`config.mk`:
```
export PLATFORM = sky130hd
export DESIGN_NAME = hazard_unit
export DESIGN_NICKNAME = d
export VERILOG_FILES = /design/src/rtl/hazard_unit.sv
export SDC_FILE = /design/constraint.sdc
export NUM_CORES = 1
export LEC_CHECK = 0
export ABC_AREA = 1
export CORE_MARGIN = 2
export CORE_UTILIZATION = 35
export CTS_BUF_LIST = sky130_fd_sc_hd__clkbuf_16
export CTS_CLUSTER_DIAMETER = 200
export DETAILED_ROUTE_END_ITERATION = 10
export PLACE_DENSITY = 0.67
export SYNTH_ARGS = -nofsm -noshare
export SYNTH_HDL_FRONTEND = slang
export SYNTH_SLANG_ARGS = --single-unit
```
`constraint.sdc`:
```
create_clock -name clk -period 1.4 [get_ports clk]
set_input_delay 0.14 -clock clk [delete_from_list [all_inputs] [get_ports clk]]
set_output_delay 0.14 -clock clk [all_outputs]
set_load 0.005 [all_outputs]
```
`src/rtl/hazard_unit.sv`:
```
// Pipeline hazard detection: load-use and HI/LO stalls, taken-branch flush,
// MEM wait-state extension and a counter-based multiply/divide occupancy FSM.
module hazard_unit #(
    parameter int MUL_CYCLES = 4,
    parameter int DIV_CYCLES = 32
) (
    input  logic        clk,
    input  logic        rst,
    input  logic [4:0]  dirty,
    input  logic [4:0]  id_rs,
    input  logic [4:0]  id_rt,
    input  logic        id_uses_rs,
    input  logic        id_uses_rt,
    input  logic        id_uses_hilo,
    input  logic        ex_load,
    input  logic [4:0]  ex_rd,
    input  logic        ex_taken,
    input  logic        ex_md_start,
    input  logic        ex_md_div,
    input  logic        mem_req,
    input  logic        mem_ready,
    output logic [4:0]  stall,
    output logic [4:0]  flush,
    output logic [4:0]  extend,
    output logic        md_busy,
    output logic        md_done,
    output logic [15:0] stall_cycles
);

    typedef enum logic {
        IDLE = 1'b0,
        BUSY = 1'b1
    } md_state_t;

    // The start cycle and the done cycle each account for one cycle of occupancy.
    localparam logic [5:0] MUL_LOAD = 6'(MUL_CYCLES - 2);
    localparam logic [5:0] DIV_LOAD = 6'(DIV_CYCLES - 2);

    md_state_t  state, state_next;
    logic [5:0] cnt, cnt_next;

    logic id_ok, ex_ok, mem_ok;
    logic mem_hold;
    logic ex_extend;
    logic ex_hold;
    logic load_use;
    logic hilo;
    logic stall_id;
    logic flush_id;

    // IF and WB dirty bits do not influence any hazard decision.
    logic unused_dirty;
    assign unused_dirty = &{1'b0, dirty[4], dirty[0]};

    assign id_ok  = !dirty[3];
    assign ex_ok  = !dirty[2];
    assign mem_ok = !dirty[1];

    assign mem_hold = mem_ok & mem_req & !mem_ready;

    always_comb begin
        state_next = state;
        cnt_next   = cnt;
        ex_extend  = 1'b0;
        md_done    = 1'b0;
        case (state)
            IDLE: begin
                if (ex_ok && ex_md_start && !mem_hold) begin
                    ex_extend  = 1'b1;
                    cnt_next   = ex_md_div ? DIV_LOAD : MUL_LOAD;
                    state_next = BUSY;
                end
            end
            BUSY: begin
                if (cnt != 6'd0) begin
                    ex_extend = 1'b1;
                    cnt_next  = cnt - 6'd1;
                end else if (!mem_hold) begin
                    md_done    = 1'b1;
                    state_next = IDLE;
                end
            end
            default: begin
                state_next = IDLE;
                cnt_next   = 6'd0;
            end
        endcase
    end

    always_ff @(posedge clk) begin
        if (rst) begin
            state <= IDLE;
            cnt   <= 6'd0;
        end else begin
            state <= state_next;
            cnt   <= cnt_next;
        end
    end

    assign md_busy = (state == BUSY);
    assign ex_hold = mem_hold | ex_extend;

    assign load_use = id_ok & ex_ok & ex_load & (ex_rd != 5'd0) &
                      ((id_uses_rs & (id_rs == ex_rd)) | (id_uses_rt & (id_rt == ex_rd)));
    assign hilo     = id_ok & id_uses_hilo & (md_busy | (ex_ok & ex_md_start));
    assign stall_id = load_use | hilo;

    // A redirect waits while EX is held, so it lands in the releasing cycle.
    assign flush_id = ex_ok & ex_taken & !ex_hold;

    assign stall  = {1'b0, stall_id, 3'b000};
    assign flush  = {1'b0, flush_id, 3'b000};
    assign extend = {2'b00, ex_extend, mem_hold, 1'b0};

    always_ff @(posedge clk) begin
        if (rst) begin
            stall_cycles <= 16'd0;
        end else if (stall_id && (stall_cycles != 16'hFFFF)) begin
            stall_cycles <= stall_cycles + 16'd1;
        end
    end

endmodule

```
==> results of run 1 <==
==> critical path: cells and delay by family, from the launching register on <==
| kind | cells | cell delay (ns) |
|---|---|---|
| and+or+nand+nor | 5 | 0.54 |
| DFF | 1 | 0.36 |
| buffers and inverters | 2 | 0.23 |
| adders and majority gates | 1 | 0.15 |
| AOI/OAI and AO/OA | 1 | 0.11 |
==> sequential cells by signal, summed over array words and instances, names as in the netlist <==
register      count
stall_cycles     16
cnt               6
md_busy           1
==> cells by family after synthesis <==
group | count (synthesis) | share of synthesized area
other | 1 | 0.00217
buffers and inverters | 67 | 0.192
and+or+nand+nor | 152 | 0.408
adders and majority gates | 3 | 0.0217
AOI/OAI and AO/OA | 33 | 0.0998
xor gates and xnor gates | 2 | 0.0101
DFF | 23 | 0.266
==> area by class of cell <==
class	count	area [µm²]	area share
clock buffers	3	75.1	0.0254
inverters	46	173	0.0583
repair buffers	105	981	0.331
clock inverters	1	5.00	0.00169
multi-input cells	201	1160	0.392
well taps	67	83.8	0.0283
flip-flops and latches	23	483	0.163
==> routing by layer <==
metal  GRT usage  up-vias  part of all wire
met5           0        -                 0
met4      0.0278        0             0.012
met3      0.0379        7             0.044
met2       0.285       50              0.53
met1       0.187      900              0.41
li1            -     1042                 -
==> cell usage after synthesis, drive strengths merged <==
library cell	number
nor2	42
o211ai	1
nor3	5
nand2	74
nand3b	3
nand3	23
xor2	1
a21oi	24
conb	1
buf	21
ha	3
dfxtp	23
a31oi	1
o21ai	7
inv	46
nand4	5
xnor2	1
==> power by group through the flow <==
stage          Sequential [mW]  Combinational [mW]  Clock, mW
2_1_floorplan            0.715               0.243          0
4_1_cts                  0.697               0.448      0.643
5_1_grt                  0.698               0.554      0.681
3_3_place_gp             0.708               0.450          0
6_report                 0.696               0.497      0.628
3_5_place_dp             0.709               0.454          0
==> timing repair <==
item | in CTS | in global routing
hold endpoints to repair | 0 | 0
buffers inserted | 2 | 10
pin swaps | 33 | 30
hold buffers | 0 | 0
resized for setup | 46 | 69
cloned | 0 | 1
endpoints found under the setup margin | 26 | 35
==> worst min-delay path by stage <==
stage	start	end	slack (ns)	depth (start not counted)
floorplan	rst	md_busy$_SDFF_PP0_	0.21	1
global placement	cnt[5]$_SDFFE_PP0P_	cnt[5]$_SDFFE_PP0P_	0.50	2
detailed placement	cnt[5]$_SDFFE_PP0P_	cnt[5]$_SDFFE_PP0P_	0.50	2
CTS	rst	md_busy$_SDFF_PP0_	0.44	2
global route	dirty[2]	md_busy$_SDFF_PP0_	0.42	5
finish	dirty[2]	md_busy$_SDFF_PP0_	0.38	5
==> layout by cell type, fill, tap and decap left out, types with 3 or more instances in the layout <==
cell type	n
nand2_2	6
dlygate4sd2_1	12
nor2_2	6
buf_6	8
nand2_1	62
nor2_1	31
a21oi_2	8
nand4_1	4
dfxtp_2	12
nand3_1	12
nand2_4	6
nor2_4	5
nand3_2	11
nand3b_1	3
dlymetal6s2s_1	13
conb_1	11
inv_1	36
clkbuf_16	4
dfxtp_1	9
o21ai_1	5
inv_2	10
a21oi_1	16
clkdlybuf4s50_1	20
buf_4	45
==> impl_metrics.py, run 1 <==
metrics = {
    "status": {
        "status": "complete, but fails checks",
        "violations": "negative setup slack",
    },
    "critical_path": {
        "r2r_start": "stall_cycles[0]$_SDFFE_PP0P_",
        "crit_end": "stall_cycles[13]$_SDFFE_PP0P_",
        "worstSetupStartpointType": "flip-flop",
        "cp_common_cell": "nand2_4",
        "reg2reg_depth": 9,
        "timing.rr.end": "stall_cycles[13]$_SDFFE_PP0P_",
        "slowest_delay_ns": 0.36,
        "crit_fanout": 6,
        "cp_cell_sequence": "ha_4 > nand2_4 > nor3_4 > nand4_4 > buf_4 > nand2_4 > inv_2 > a21oi_2 > nor2_1",
        "critPathLaunch": "stall_cycles[0]$_SDFFE_PP0P_",
        "cp-end-kind": "flip-flop",
        "critPathRequiredTime_ns": 1.55,
        "critPathKind": "reg2reg",
        "worstPathArrival_ns": 1.64,
        "cpMaxStageDelayCell": "dfxtp_4",
        "reg2reg_slack_ns": -0.09,
    },
    "route": {
        "drtAntennaViolNets": 0,
        "drc": 0,
        "firstDrtPassIters": 4,
        "drt_iter0_drc": 57,
        "vias": 1999,
        "drt_wl_total_mm": 4.76,
        "routed_via_density": 4.48,
        "avgRoutedWirePerCell_um": 10.7,
    },
    "yosys": {
        "yosys_warnings": 0,
        "netlist.area_leader.share": 0.266,
        "syn_area_per_cell_um2": 6.16,
        "synth_top_cell_by_area": "dfxtp_1",
        "syn_inst": 281,
        "syn_area_um2": 1730,
        "ys_seq_area_frac": 0.266,
        "synthTopCellsByArea": "dfxtp_1 27%, nand2_1 15%, inv_1 9.1%, nor2_1 8.0%, buf_4 7.4%",
        "yosysUniqueCellTypes": 28,
        "ys_ff_latch": 23,
    },
    "clock_network": {
        "clkSinkCount": 23,
        "cts_buffers": 3,
        "cts_buffer_depth": 2,
        "clock_latency_ns": 0.26,
        "cts_tree": "yes",
        "htreeDepth": 1,
        "cts_root_buffer": "clkbuf_16",
        "clk_pin_slew_ns": 0.06,
    },
    "global_routing": {
        "grt_overflow_total": 0,
        "grt_pass1_vias": 1704,
        "grt_pass1_wl_mm": 6.93,
        "antenna_found_initial": 0,
        "grt_start_max_net_pins": 17,
        "track_usage": 0.156,
    },
    "sta": {
        "rsz0062_at_grt": "true",
        "finalSetupTns_ns": -0.608,
        "whs_ns": 0.376,
        "min_period_ns": 1.49,
        "period_share": 1.06,
        "setup_slack_ns": -0.0884,
        "slew_violations": 0,
        "fin_skew_ns": 0.00217,
        "setup_viol_count_final": 13,
        "hold_viol": 0,
        "max_freq_ghz": 0.672,
    },
    "min_path": {
        "hp-class": "in2reg",
    },
    "cells_and_area": {
        "n_fill_cell": 422,
        "fin_nets": 414,
        "layout-drive-gt1-share": 0.356,
        "final_cells": 446,
        "n_antenna_cell": 0,
        "areaGrowthSynthToFinish_pct": 71.1,
        "final_area_um2": 2960,
        "final_util": 0.623,
    },
    "floorplanning": {
        "dieArea_um2": 5520,
        "io-pin-count": 64,
        "coreArea_um2": 4750,
        "row_count": 25,
        "fp.dieH_um": 74.3,
        "die_w_um": 74.3,
        "start_util": 0.364,
    },
    "power_and_ir_drop": {
        "p_clk_frac": 0.345,
        "p_comb_frac": 0.273,
        "p_per_area_nw_per_um2": 615,
        "intPower_mw": 1.33,
        "p_leak_nw": 1.67,
        "switchingPower_uw": 491,
        "peakVddDrop_uv": 561,
        "power_mw": 1.82,
        "p_sw_frac": 0.270,
        "seqPwrFrac": 0.382,
    },
    "placement": {
        "dp_slack_ns": -0.504,
        "globalplace.congestion": 0.908,
        "dpl.hpwl_mm": 3.40,
        "dp.cells": 429,
        "io_buffers": 50,
        "dpl_cell_area_um2": 2540,
    },
    "flow_run": {
        "drv_cap": 0,
    },
}
No activity file was read; power rests on OpenSTA's default activity.
==> run 2: changes to the inputs <==
--- a/config.mk
+++ b/config.mk
@@ -5,13 +5,13 @@
 export SDC_FILE = /design/constraint.sdc
 export NUM_CORES = 1
 export LEC_CHECK = 0
-export ABC_AREA = 1
+export ABC_AREA = 0
 export CORE_MARGIN = 2
 export CORE_UTILIZATION = 35
 export CTS_BUF_LIST = sky130_fd_sc_hd__clkbuf_16
 export CTS_CLUSTER_DIAMETER = 200
 export DETAILED_ROUTE_END_ITERATION = 10
-export PLACE_DENSITY = 0.67
+export PLACE_DENSITY = 0.69
 export SYNTH_ARGS = -nofsm -noshare
 export SYNTH_HDL_FRONTEND = slang
 export SYNTH_SLANG_ARGS = --single-unit
==> run 2 against run 1 <==
  * The flow still finishes with violations (negative setup slack)
  * Global-route usage up 4.0 points
  * Combinational power rose by 32%
  * Clock skew fell by 0.00074 ns
  * Setup slack worse by 0.23 ns
  * Cell count is 20% lower
  * First-iteration DRC count shrank 7.0%
  * Critical path depth decreased by 3
  * Power increased by 8.3%
  * Register-to-register slack worse by 0.15 ns
  * Flip-flop and latch count unchanged
  * Maximum frequency down 13%
  * Critical endpoint is now extend[2]
  * Highest routed layer unchanged
==> impl_metrics.py, run 2 <==
metrics = {
    "status": {
        "status": "complete, but fails checks",
        "violations": "negative setup slack",
    },
    "power_and_ir_drop": {
        "power_mw": 1.97,
        "p_per_area_nw_per_um2": 667,
        "intPower_mw": 1.42,
        "peakVddDrop_uv": 460,
        "switchingPower_uw": 553,
        "p_comb_frac": 0.332,
        "p_leak_nw": 1.27,
        "p_clk_frac": 0.315,
        "seqPwrFrac": 0.353,
        "p_sw_frac": 0.280,
    },
    "clock_network": {
        "clk_pin_slew_ns": 0.06,
        "cts_buffer_depth": 2,
        "cts_root_buffer": "clkbuf_16",
        "clkSinkCount": 23,
        "clock_latency_ns": 0.26,
        "cts_tree": "yes",
        "cts_buffers": 3,
        "htreeDepth": 1,
    },
    "sta": {
        "max_freq_ghz": 0.582,
        "setup_viol_count_final": 26,
        "rsz0062_at_grt": "true",
        "period_share": 1.23,
        "slew_violations": 0,
        "min_period_ns": 1.72,
        "fin_skew_ns": 0.00143,
        "hold_viol": 0,
        "setup_slack_ns": -0.317,
    },
    "cells_and_area": {
        "n_fill_cell": 335,
        "multi_input_area_um2": 1280,
        "largest_reg_flops": 16,
        "largest_register": "stall_cycles",
        "n_antenna_cell": 0,
        "seqCellArea_um2": 488,
        "final_util": 0.689,
        "layout-drive-gt1-share": 0.554,
        "final_common_cell": "buf_4",
        "areaGrowthSynthToFinish_pct": 93.1,
        "final_cell_mix": "51 x buf_4, 19 x clkdlybuf4s50_1, 19 x buf_6",
        "final_cells": 355,
        "fin_nets": 338,
    },
    "yosys": {
        "netlist.area_leader.share": 0.301,
        "syn_area_um2": 1530,
        "ys_seq_area_frac": 0.301,
        "synth_flop_cell": "dfxtp_1",
        "yosysUniqueCellTypes": 43,
        "yosysMostFrequentCell": "dfxtp_1",
        "syn_area_per_cell_um2": 8.02,
        "syn_inst": 191,
        "netlist_top_cells_count": "23 x dfxtp_1, 20 x nand2_1, 15 x a21oi_1, 15 x buf_4, 13 x nor2_1",
        "async_flop_share": 0,
        "ys_ff_latch": 23,
        "synth_top_cell_by_area": "dfxtp_1",
        "synthTopCellsByArea": "dfxtp_1 30%, buf_4 7.4%, xnor2_1 6.3%, a21oi_1 4.9%, nand2_1 4.9%",
        "synth_edf_count": 0,
        "yosys_warnings": 0,
    },
    "critical_path": {
        "crit_family": "simple AND/OR/NAND/NOR gates",
        "worstPathArrival_ns": 1.58,
        "crit_fanout": 2,
        "critPathKind": "reg2out",
        "reg2reg_slack_ns": -0.24,
        "crit_buf_inv": 3,
        "slowest_delay_ns": 0.41,
        "cp_cell_sequence": "or3_4 > o21ai_4 > nand2_2 > buf_4 > buf_6 > buf_6",
        "worstSetupStartpointType": "flip-flop",
        "cpMaxStageDelayCell": "or3_4",
        "cp_common_cell": "buf_6",
        "cp-end-kind": "primary output",
        "critPathRequiredTime_ns": 1.26,
    },
    "placement": {
        "dp_slack_ns": -0.940,
        "dp.cells": 336,
        "io_buffers": 50,
        "dpl.hpwl_mm": 3.19,
        "globalplace.congestion": 0.866,
    },
    "route": {
        "drt_wl_total_mm": 4.91,
        "drt_iter0_drc": 53,
        "firstDrtPassIters": 4,
        "vias": 1778,
        "drc": 0,
        "routed_via_density": 5.01,
        "avgRoutedWirePerCell_um": 13.8,
        "drtAntennaViolNets": 0,
    },
    "min_path": {
        "hp-class": "in2reg",
    },
    "floorplanning": {
        "die_w_um": 70.2,
        "io-pin-count": 64,
        "fp.dieH_um": 70.2,
        "row_count": 24,
        "coreArea_um2": 4290,
        "dieArea_um2": 4920,
        "start_util": 0.357,
    },
    "global_routing": {
        "grt_start_max_net_pins": 13,
        "grt_overflow_total": 0,
        "track_usage": 0.196,
        "antenna_found_initial": 0,
        "grt_pass1_wl_mm": 7.89,
        "grt_pass1_vias": 1830,
    },
    "flow_run": {
        "drv_cap": 0,
    },
}
==> run 2: worst paths after layout <==
check                             endpoint  cells after the start                          start
max                              extend[2]                      6            cnt[2]$_SDFFE_PP0P_
min reg2reg  stall_cycles[14]$_SDFFE_PP0P_                      2  stall_cycles[14]$_SDFFE_PP0P_
min                    cnt[5]$_SDFFE_PP0P_                      6                       dirty[1]
max reg2reg  stall_cycles[15]$_SDFFE_PP0P_                      6   stall_cycles[2]$_SDFFE_PP0P_
==> run 2: kinds of logic (layout without fill, tap and decap cells) <==
kind of cell             count (synthesis)  count (layout)  synth area share
AO/OA/AOI/OAI                           38              38             0.170
XOR/XNOR                                11              11            0.0629
adder cells (fa/ha/maj)                  3               3            0.0245
buffers and inverters                   27             129             0.108
flip-flops                              23              23             0.301
multiplexers                             4               4            0.0286
other                                    1              11           0.00245
AND/OR/NAND/NOR                         84              84             0.303
==> run 2: cell type report <==
class / instances / share of cell area
tap: 52 / 0.0220
multi-input combinational: 151 / 0.434
clock inverter: 1 / 0.00127
inverter: 7 / 0.00973
timing repair buffer: 118 / 0.342
clock buffer: 3 / 0.0254
sequential: 23 / 0.165
==> run 2: what timing repair did <==
item | 4_1_cts | 5_1_grt
hold buffers | 0 | 0
endpoints found under the setup margin | 31 | 36
resized for setup | 118 | 46
gates cloned | 1 | 0
setup buffers | 9 | 7
pin swaps | 40 | 22
endpoints found under the hold margin | 0 | 0
==> run 2: power groups by stage <==
| stage | logic, mW | registers, mW | clock network [mW] |
|---|---|---|---|
| 6_report | 0.654 | 0.697 | 0.620 |
| 5_1_grt | 0.708 | 0.699 | 0.667 |
| 4_1_cts | 0.614 | 0.698 | 0.626 |
| 3_5_place_dp | 0.522 | 0.710 | 0 |
| 3_3_place_gp | 0.512 | 0.708 | 0 |
| 2_1_floorplan | 0.261 | 0.722 | 0 |
==> run 2: per-stage QoR <==
stage,hold slack (ns),cell area (µm²),TNS (ns)
floorplan,0.404,1690,-1.10
global placement,0.547,2520,-18.07
detailed placement,0.549,2520,-19.10
CTS,0.564,2790,-4.49
global route,0.538,2960,-6.60
finish,0.489,2960,-4.72
==> run 2: per-layer routing <==
layer | share of wire | global-route usage | up-vias
li1 | - | - | 883
met1 | 0.43 | 0.235 | 830
met2 | 0.50 | 0.351 | 58
met3 | 0.053 | 0.0361 | 7
met4 | 0.014 | 0.0641 | 0
met5 | 0 | 0 | -
==> run 2: worst register-to-register path: cells and delay by family (launching register included) <==
family | cells | cell delay, ns
AO/OA/AOI/OAI | 1 | 0.14
flip-flops | 1 | 0.34
AND/OR/NAND/NOR | 5 | 1.09
==> run 3: changes to the inputs <==
--- a/config.mk
+++ b/config.mk
@@ -11,7 +11,8 @@
 export CTS_BUF_LIST = sky130_fd_sc_hd__clkbuf_16
 export CTS_CLUSTER_DIAMETER = 200
 export DETAILED_ROUTE_END_ITERATION = 10
-export PLACE_DENSITY = 0.69
+export DONT_BUFFER_PORTS = 1
+export PLACE_DENSITY = 0.5
 export SYNTH_ARGS = -nofsm -noshare
 export SYNTH_HDL_FRONTEND = slang
 export SYNTH_SLANG_ARGS = --single-unit
==> run 3 against run 2 <==
  * The run ends with negative hold slack, negative setup slack left
  * Clock power is 2% higher
  * First-iteration DRC count down 21%
  * Combinational power down 17%
  * Largest power group unchanged
==> impl_metrics.py, run 3 (synthesized netlist as in run 2, its figures left out) <==
metrics = {
    "status": {
        "status": "complete, but fails checks",
        "violations": "negative hold slack, negative setup slack",
    },
    "cells_and_area": {
        "largest_reg_flops": 16,
        "n_antenna_cell": 0,
        "final_common_cell": "buf_4",
        "fin_nets": 278,
        "areaGrowthSynthToFinish_pct": 56.4,
        "largest_register": "stall_cycles",
        "final_cell_mix": "44 x buf_4, 16 x nand2_1, 13 x buf_6",
        "final_area_um2": 2390,
        "layout-drive-gt1-share": 0.527,
        "n_fill_cell": 383,
    },
    "route": {
        "avgRoutedWirePerCell_um": 14.8,
        "drt_iter0_drc": 42,
        "vias": 1584,
        "drc": 0,
        "dr_wl_met2_mm": 2.16,
        "firstDrtPassIters": 5,
        "drtAntennaViolNets": 0,
        "dr_wl_met3_um": 320,
        "drt_wl_total_mm": 4.37,
        "dr.max_layer_used": "met4",
        "wl_met1_mm": 1.79,
        "routed_via_density": 5.37,
    },
    "power_and_ir_drop": {
        "p_per_area_nw_per_um2": 784,
        "p_leak_nw": 0.892,
        "p_sw_frac": 0.283,
        "peakVddDrop_uv": 731,
        "seqPwrFrac": 0.374,
        "intPower_mw": 1.35,
        "p_comb_frac": 0.288,
        "p_clk_frac": 0.338,
        "switchingPower_uw": 531,
    },
    "clock_network": {
        "clk_pin_slew_ns": 0.06,
        "cts_root_buffer": "clkbuf_16",
        "clkSinkCount": 23,
        "cts_tree": "yes",
        "cts_buffer_depth": 2,
        "clock_latency_ns": 0.26,
        "htreeDepth": 1,
        "cts_buffers": 3,
    },
    "placement": {
        "dpl_cell_area_um2": 1930,
        "globalplace.congestion": 0.844,
        "dp_slack_ns": -0.255,
        "io_buffers": 0,
        "dpl.hpwl_mm": 2.94,
    },
    "global_routing": {
        "antenna_found_initial": 0,
        "grt_pass1_vias": 1560,
        "grt_pass1_wl_mm": 6.91,
        "grt_start_max_net_pins": 28,
        "track_usage": 0.170,
        "grt_overflow_total": 0,
    },
    "floorplanning": {
        "die_w_um": 70.2,
        "coreArea_um2": 4290,
        "io-pin-count": 64,
        "dieArea_um2": 4920,
        "fp.dieH_um": 70.2,
        "start_util": 0.357,
        "row_count": 24,
    },
    "sta": {
        "setup_viol_count_final": 26,
        "slew_violations": 0,
        "min_period_ns": 1.63,
        "setup_slack_ns": -0.233,
        "hold_viol": 18,
        "whs_ns": -0.0632,
        "max_freq_ghz": 0.612,
        "rsz0062_at_grt": "true",
        "fin_skew_ns": 0.00150,
        "period_share": 1.17,
    },
    "critical_path": {
        "cp-end-kind": "primary output",
        "r2r_start": "cnt[3]$_SDFFE_PP0P_",
        "crit_fanout": 3,
        "worstPathArrival_ns": 1.49,
        "critPathLaunch": "cnt[3]$_SDFFE_PP0P_",
        "critPathRequiredTime_ns": 1.26,
        "critPathKind": "reg2out",
        "worstSetupStartpointType": "flip-flop",
    },
    "flow_run": {
        "drv_cap": 0,
    },
    "min_path": {
        "worstHoldStart": "rst",
        "hp-class": "in2reg",
    },
}
run 3: layout make-up:
class | count | area [µm²] | area share
Clock inverter | 1 | 3.75 | 0.00157
Tap cell | 52 | 65.1 | 0.0272
Inverter | 7 | 26.3 | 0.0110
Clock buffer | 3 | 75.1 | 0.0313
Multi-Input combinational cell | 152 | 1270 | 0.531
Sequential cell | 23 | 477 | 0.199
Timing Repair Buffer | 57 | 477 | 0.199
run 3: routing by layer:
metal	GRT usage	vias up
met4	0.0491	0
met5	0	-
met3	0.0447	10
met1	0.191	737
li1	-	770
met2	0.311	67
run 3: power groups by stage:
stage | clock network [mW] | registers (mW) | logic (mW)
after detailed placement | 0 | 0.712 | 0.334
after global placement | 0 | 0.711 | 0.322
final | 0.635 | 0.703 | 0.540
after CTS | 0.633 | 0.699 | 0.426
after floorplan | 0 | 0.722 | 0.261
after global routing | 0.674 | 0.705 | 0.575
run 3: final timing paths:
check / to / slack (ns) / cells after the start
worst max-delay path: flush[3] / -0.23 / 4
worst min-delay path: stall_cycles[5]$_SDFFE_PP0P_ / -0.06 / 1
worst max register to register: cnt[5]$_SDFFE_PP0P_ / -0.23 / 7
worst min register to register: stall_cycles[14]$_SDFFE_PP0P_ / 0.57 / 2
run 3: timing repair:
item	4_1_cts	5_1_grt
cloned	2	0
gates resized for setup	27	31
pin swaps	18	16
buffers inserted	10	5
hold endpoints to repair	18	18
setup endpoints to repair	24	26
run 3: through the flow:
step,setup TNS (ns),instances,util,power (mW),hold slack [ns]
floorplan,-1.10,201,-,0.983,0.404
global placement,-2.52,275,0.450,1.03,0.206
detailed placement,-3.27,275,0.450,1.05,0.208
CTS,-3.47,291,0.522,1.76,-0.0645
global route,-5.51,295,0.558,1.95,-0.0757
finish,-3.49,295,0.558,1.88,-0.0632
run 3: worst max-delay path, cell delays in order, from the launching register on:
cell     delay [ns]
dfxtp_2        0.32
or3_4          0.40
o21ai_4        0.19
nand2_4        0.10
nor4b_4        0.23
